$ cat config.mk
export PLATFORM = sky130hd
export DESIGN_NAME = instr_fetch_unit
export DESIGN_NICKNAME = d
export VERILOG_FILES = /design/src/rtl/instr_fetch_unit.sv
export SDC_FILE = /design/constraint.sdc
export NUM_CORES = 1
export LEC_CHECK = 0
export BUFFER_PORTS_ARGS = -buffer_cell sky130_fd_sc_hd__buf_4
export CAP_MARGIN = 40
export CORE_MARGIN = 2
export CORE_UTILIZATION = 53
export CTS_CLUSTER_DIAMETER = 30
export DETAILED_ROUTE_END_ITERATION = 16
export PLACE_DENSITY = 0.87
export SYNTH_ARGS = -nofsm -noshare
export SYNTH_HDL_FRONTEND = slang
export SYNTH_SLANG_ARGS = --single-unit
$ cat constraint.sdc
create_clock -name pc_clk -period 2.51 [get_ports pc_clk]
set_input_delay 0.1255 -clock pc_clk [delete_from_list [all_inputs] [get_ports pc_clk]]
set_output_delay 0.1255 -clock pc_clk [all_outputs]
set_load 0.05 [all_outputs]
$ cat src/rtl/instr_fetch_unit.sv
// Fetch stage: issues imem reads for the current PC and keeps
// returned words, tagged with their PC, in order for decode.
module instr_fetch_unit #(
  parameter int DEPTH = 4,
  parameter int AW    = 32,
  parameter int DW    = 32
) (
  input  logic          pc_clk,
  input  logic          reset,
  input  logic [AW-1:0] pc_in,
  input  logic          redirect,
  output logic          fetch_stall,
  output logic          imem_req_valid,
  output logic [AW-1:0] imem_req_addr,
  input  logic          imem_req_ready,
  input  logic          imem_resp_valid,
  input  logic [DW-1:0] imem_resp_data,
  output logic          instr_valid,
  output logic [DW-1:0] instr_data,
  output logic [AW-1:0] instr_pc,
  input  logic          instr_ready
);

  localparam int PW = $clog2(DEPTH);
  localparam int CW = $clog2(DEPTH + 1);

  logic [AW-1:0]    ent_pc   [DEPTH];
  logic [DW-1:0]    ent_data [DEPTH];
  logic [DEPTH-1:0] ent_filled;

  logic [PW-1:0] alloc_ptr;
  logic [PW-1:0] fill_ptr;
  logic [PW-1:0] head_ptr;

  logic [CW-1:0] alloc_cnt;
  logic [CW-1:0] drop_cnt;
  logic [CW-1:0] pend_cnt;
  logic [CW:0]   used;

  logic req_fire;
  logic resp_drop;
  logic resp_fill;
  logic resp_live;
  logic pop;

  assign used = {1'b0, alloc_cnt} + {1'b0, drop_cnt};

  assign imem_req_valid = reset && !redirect &&
                          (used < (CW+1)'(DEPTH));
  assign imem_req_addr  = pc_in;
  assign req_fire       = imem_req_valid && imem_req_ready;
  assign fetch_stall    = !req_fire;

  // pend_cnt counts live requests still awaiting data
  assign resp_drop = imem_resp_valid && (drop_cnt != '0);
  assign resp_fill = imem_resp_valid && (drop_cnt == '0) &&
                     (pend_cnt != '0);
  assign resp_live = resp_drop || resp_fill;

  assign instr_valid = ent_filled[head_ptr];
  assign instr_data  = ent_data[head_ptr];
  assign instr_pc    = ent_pc[head_ptr];

  assign pop = instr_valid && instr_ready && !redirect;

  always_ff @(posedge pc_clk or negedge reset) begin
    if (!reset) begin
      for (int i = 0; i < DEPTH; i++) begin
        ent_pc[i]   <= '0;
        ent_data[i] <= '0;
      end
      ent_filled <= '0;
      alloc_ptr  <= '0;
      fill_ptr   <= '0;
      head_ptr   <= '0;
      alloc_cnt  <= '0;
      drop_cnt   <= '0;
      pend_cnt   <= '0;
    end else if (redirect) begin
      for (int i = 0; i < DEPTH; i++) begin
        ent_pc[i]   <= '0;
        ent_data[i] <= '0;
      end
      ent_filled <= '0;
      alloc_ptr  <= '0;
      fill_ptr   <= '0;
      head_ptr   <= '0;
      alloc_cnt  <= '0;
      pend_cnt   <= '0;
      // this cycle's response retires one of the in-flight reads
      drop_cnt   <= drop_cnt + pend_cnt - CW'(resp_live);
    end else begin
      if (req_fire) begin
        ent_pc[alloc_ptr]     <= pc_in;
        ent_filled[alloc_ptr] <= 1'b0;
        alloc_ptr             <= alloc_ptr + PW'(1);
      end
      if (resp_fill) begin
        ent_data[fill_ptr]   <= imem_resp_data;
        ent_filled[fill_ptr] <= 1'b1;
        fill_ptr             <= fill_ptr + PW'(1);
      end
      if (pop) begin
        ent_filled[head_ptr] <= 1'b0;
        head_ptr             <= head_ptr + PW'(1);
      end
      alloc_cnt <= alloc_cnt + CW'(req_fire) - CW'(pop);
      pend_cnt  <= pend_cnt + CW'(req_fire) - CW'(resp_fill);
      drop_cnt  <= drop_cnt - CW'(resp_drop);
    end
  end

endmodule

==> results.toml, run 1 <==
[floorplan]
core-area_sq_um = 25300
fp-row-count = 58
dieArea_sq_um = 27100
dieWidth_um = 164
io_pins = 169
die_h_um = 164
initial_core_util_pct = 54.1

[power]
cellPowerDensity_nw_per_um2 = 815
power.leakage_uw = 0.00755
vdd_ir_drop_max_mv = 0.688

[clocking]
clock_latency_ps = 570
cts_root_buf = "clkbuf_16"
cts_tree = "yes"
cts_buffers = 60
path_clk_slew_ps = 50
htree_levels = 2
clock-sinks = 275
clock_path_buffers = 3

[setup_path]
critical_path_class = "reg2out"
critPathMaxFanout = 36
cp.arrival_ps = 2380
slowest_stage = "buf_4"
critPathTopFamily = "buffers and inverters"
crit_buf_inv = 3
path_cells = "buf_4 -> buf_12 -> mux4_2 -> buf_4"
startpoint = "head_ptr[1]$_DFFE_PN0P_"
cp_common_cell = "buf_4"
rr_startpoint = "pend_cnt[0]$_DFF_PN0_"
critical-path-max-stage-delay_ps = 470
worstPathRequired_ps = 2380
cp-end-kind = "primary output"
setup.worst_path.start_class = "flop"

[flow_run]
max-cap-violations = 0

[placed_design]
place_hpwl_mm = 20.6
gp_congestion = 0.769
placed_area_sq_um = 14800
place_ws_ps = -6.84
numPortBuffers = 168

[hold_path]
hold_path_class = "in2reg"
hp-start = "imem_resp_valid"

[sta]
finClkSkew_ps = 22.4
finalCritPeriodShare_pct = 99.9
clock.fmax_mhz = 399
period_minus_slack_ps = 2510
timing.final.ws_setup_ps = 2.03
rsz0062_at_grt = "true"
setup_tns_ps = 0
timing.hold.ws_ps = 82.9
slew_viol_final = 0
final_hold_viol_count = 0
setup_viol = 0
worst_slew_pin_slew_ps = 856
slew_headroom_pct = 42.9

[logic_synthesis]
async_reset_ff_share_pct = 100
ys_seq_area_share_pct = 50.4
synth_fp_nets = 1482
synth_edf_count = 0
yosys_most_used_dff = "dfrtp_1"
synth_cell_types = 32
ys_ff_latch = 275
synth_cells = 1386
synth-warning-count = 0
synth_area_sq_um = 13700
postSynthAreaPerCell_sq_um = 9.85

[grt]
antenna_found_initial = 0
grt_overflow = 0
grt_usage_pct = 29.2
grt_pass1_wl_mm = 62.9
grt_max_degree = 172
grt_pass1_vias = 12500

[routing]
via_count = 11900
wl_mm = 40.5
drt-pass1-iter-count = 5
vias_per_cell = 6.17
drc = 0
drtIter0Drc = 1502
final_antenna_net_count = 0
routedWlPerCell_um = 20.9

[finish]
final_area_sq_um = 17700
layout-drive-gt1-share_pct = 24.7
nNetsFinal = 1651
final_common_cell = "dfrtp_1"
final_util_pct = 70.3
layout_common_cells = "dfrtp_1, nand2_1, a21oi_1"
area_growth_pct = 30.0

[outcome]
status = "finished clean"
==> registers in the layout, summed over array words and instances, names as in the netlist <==
signal	flops
head_ptr	2
pend_cnt	3
alloc_ptr	2
fill_ptr	2
ent_filled	4
ent_data	128
drop_cnt	3
ent_pc	128
alloc_cnt	3
==> routing by layer <==
metal  part of all wire (%)  wire, um  vias to the layer above  GRT usage, %
met5                      0         0                        -             0
li1                       -         -                     5177             -
met2                     52     21000                      723          50.9
met4                    4.3      1750                        0          14.6
met3                    8.0      3230                      171          5.15
met1                     36     14500                     5878          35.2
==> synthesized netlist by cell type, drive strengths merged (5+ instances only) <==
cell    instances  area [sq um]
a21oi         260          1300
and3            5          31.3
buf            98           681
clkbuf         67           251
dfrtp         275          6880
ha             23           288
inv            24          90.1
mux4           65          1460
nand2         260           976
nand3         134           671
nor2            9          33.8
o21ai         133           666
xnor2           7          61.3
==> power by group <==
part / switching, uW / total [uW] / internal [uW]
sequential: 60.9 / 4590 / 4530
clock: 2530 / 8260 / 5730
combinational: 1050 / 1610 / 560
total: 3650 / 14500 / 10800
==> tightest hold or removal path, cell delays in order <==
cell and delay, ps:
buf_4 90, nor2b_1 180, ha_1 140, o21ai_0 60
==> repair_timing <==
item                                   4_1_cts  5_1_grt
endpoints found under the hold margin      305        0
resized for setup                            1       10
hold buffers                                66        0
pin swaps                                    1        6
setup endpoints to repair                    2       66
setup buffers                                1        4
gates cloned                                 0        1
==> kinds of logic after synthesis <==
logic type,after synthesis,share of synthesized area (%)
flops,275,50.4
simple gates,417,13.0
compound gates,400,14.8
xor+xnor,9,0.577
buf+inv,189,7.49
mux,70,11.1
fa+ha+maj,26,2.55
==> stage by stage <==
step	cells	total power (uW)
after floorplan	1386	5600
after global placement	1748	6050
after detailed placement	1751	6100
after CTS	1931	14500
after global routing	1936	14900
final	1937	14500
==> final timing paths <==
path | endpoint | slack [ps] | depth (start not counted)
max | instr_pc[6] | 2 | 4
min | drop_cnt[0]$_DFF_PN0_ | 80 | 4
max reg2reg | drop_cnt[2]$_DFF_PN0_ | 50 | 9
min reg2reg | ent_data[68]$_DFFE_PN0P_ | 520 | 2
max in group asynchronous | ent_data[59]$_DFFE_PN0P_ | 930 | 4
min in group asynchronous | ent_pc[123]$_DFFE_PN0P_ | 310 | 3
==> layout make-up <==
type,count,area [sq um]
Multi-Input combinational cell,922,5810
Fill cell,1664,7500
Timing Repair Buffer,272,2390
Clock inverter,36,509
Tap cell,330,413
Clock buffer,77,1650
Inverter,24,92.6
Antenna cell,1,2.50
Sequential cell,275,6890
No activity file was read; power rests on OpenSTA's default activity.
==> inputs of run 2 (changes only) <==
- RECOVER_POWER: unset -> 100
==> results.toml, run 2 (synthesis gave the netlist of run 1 again) <==
[outcome]
status = "finished clean"

[routing]
drt-pass1-iter-count = 7
final_antenna_net_count = 0
drtIter0Drc = 1518
routedWlPerCell_um = 20.8
vias_per_cell = 6.19
via_count = 12000
wl_mm = 40.4
drc = 0

[setup_path]
critPathTopFamily = "buffers and inverters"
setup.worst_path.start_class = "flop"
critical-path-max-stage-delay_ps = 470
cp_common_cell = "buf_4"
cp-end-kind = "primary output"
crit_buf_inv = 3
path_cells = "buf_4 -> buf_12 -> mux4_2 -> buf_4"
slowest_stage = "buf_4"
worstPathRequired_ps = 2380
critical_path_class = "reg2out"
critPathMaxFanout = 36
cp.arrival_ps = 2350

[sta]
final_hold_viol_count = 0
clock.fmax_mhz = 404
finClkSkew_ps = 22.4
slew_viol_final = 0
setup_viol = 0
slew_headroom_pct = 22.4
setup_tns_ps = 0
finalCritPeriodShare_pct = 98.7
period_minus_slack_ps = 2480
rsz0062_at_grt = "true"
worst_slew_pin_slew_ps = 1160

[power]
power.leakage_uw = 0.00742
cellPowerDensity_nw_per_um2 = 820
vdd_ir_drop_max_mv = 0.687

[hold_path]
hold_path_class = "in2reg"

[floorplan]
fp-row-count = 58
initial_core_util_pct = 54.1
dieWidth_um = 164
core-area_sq_um = 25300
dieArea_sq_um = 27100
die_h_um = 164
io_pins = 169

[placed_design]
placed_cells = 1751
numPortBuffers = 168
place_hpwl_mm = 20.6
gp_congestion = 0.769

[grt]
grt_usage_pct = 29.2
grt_pass1_wl_mm = 62.9
grt_max_degree = 172
grt_pass1_vias = 12500
antenna_found_initial = 0
grt_overflow = 0

[clocking]
cts_tree = "yes"
path_clk_slew_ps = 50
cts_buffers = 60
clock-sinks = 275
clock_path_buffers = 3
htree_levels = 2
clock_latency_ps = 570
cts_root_buf = "clkbuf_16"

[flow_run]
max-cap-violations = 0

[finish]
nNetsFinal = 1651
final_common_cell = "dfrtp_1"
layout-drive-gt1-share_pct = 22.5
nFillCells = 1712
reg_top3 = "ent_data: 128 flops, ent_pc: 128 flops, ent_filled: 4 flops"
layout_common_cells = "dfrtp_1, nand2_1, a21oi_1"
layoutNonFillerInstCount = 1937
area_growth_pct = 28.9
run 2: changes by cell type in the layout (fill, tap and decap cells not counted):
| cell | change |
|---|---|
| buf_4 | -38 |
| clkbuf_1 | +34 |
| clkbuf_2 | +5 |
| buf_12 | -1 |
| buf_6 | +1 |
| buf_8 | -1 |
run 2: path summary, 6_finish.rpt:
path | from | end | slack, ps | depth (start not counted)
min in group asynchronous | reset | ent_pc[88]$_DFFE_PN0P_ | 590 | 3
hold reg to reg | ent_data[27]$_DFFE_PN0P_ | ent_data[27]$_DFFE_PN0P_ | 520 | 2
max in group asynchronous | reset | ent_data[111]$_DFFE_PN0P_ | 380 | 5
setup reg to reg | pend_cnt[0]$_DFF_PN0_ | drop_cnt[2]$_DFF_PN0_ | 50 | 9
hold / removal | imem_resp_valid | drop_cnt[0]$_DFF_PN0_ | 80 | 4
setup / recovery | head_ptr[1]$_DFFE_PN0P_ | instr_pc[6] | 30 | 4
run 2: area by class of cell:
cell class | count | area [sq um] | share of cell area (%)
multi-input combinational | 922 | 5810 | 33.0
clock inverter | 36 | 509 | 2.89
antenna | 1 | 2.50 | 0.0142
clock buffer | 77 | 1650 | 9.35
inverter | 24 | 92.6 | 0.526
sequential | 275 | 6890 | 39.1
timing repair buffer | 272 | 2230 | 12.7
tap | 330 | 413 | 2.35
run 2: timing repair:
| item | in CTS | in global routing |
|---|---|---|
| hold endpoints to repair | 305 | 0 |
| hold buffers | 66 | 0 |
| gates resized for setup | 1 | 10 |
| gates cloned | 0 | 1 |
| pin swaps | 1 | 6 |
| setup endpoints to repair | 2 | 66 |
| buffers inserted | 1 | 4 |
run 2: power breakdown:
| part | internal, uW | switching, uW |
|---|---|---|
| Clock | 5730 | 2540 |
| Sequential | 4530 | 60.9 |
| Combinational | 530 | 1050 |
| Total | 10800 | 3650 |
run 2: worst register-to-register path, cell delays in order (launching register included):
cell,delay (ps)
dfrtp_1,390
o31a_1,310
or2_2,290
ha_1,280
inv_1,40
ha_1,180
fa_2,340
xnor2_1,190
mux2i_1,120
xnor2_1,170
run 2: through the flow:
stage / setup WS [ps] / cell area (sq um) / utilization [%] / total power [uW] / hold WS [ps]
after floorplan: -148 / 13700 / - / 5600 / -170
after global placement: 58.3 / 14800 / 58.4 / 6050 / 249
after detailed placement: -6.84 / 14800 / 58.7 / 6100 / 255
after CTS: 2.41 / 17600 / 69.9 / 14500 / 47.3
after global routing: -82.0 / 17600 / 69.7 / 14800 / 98.2
final: 32.5 / 17600 / 69.7 / 14400 / 81.9
run 2: per-layer routing:
layer / routed length, um / up-vias / GRT usage (%)
li1: - / 5176 / -
met1: 14300 / 5871 / 35.2
met2: 21000 / 771 / 50.9
met3: 3270 / 170 / 5.15
met4: 1730 / 0 / 14.6
met5: 0 / - / 0
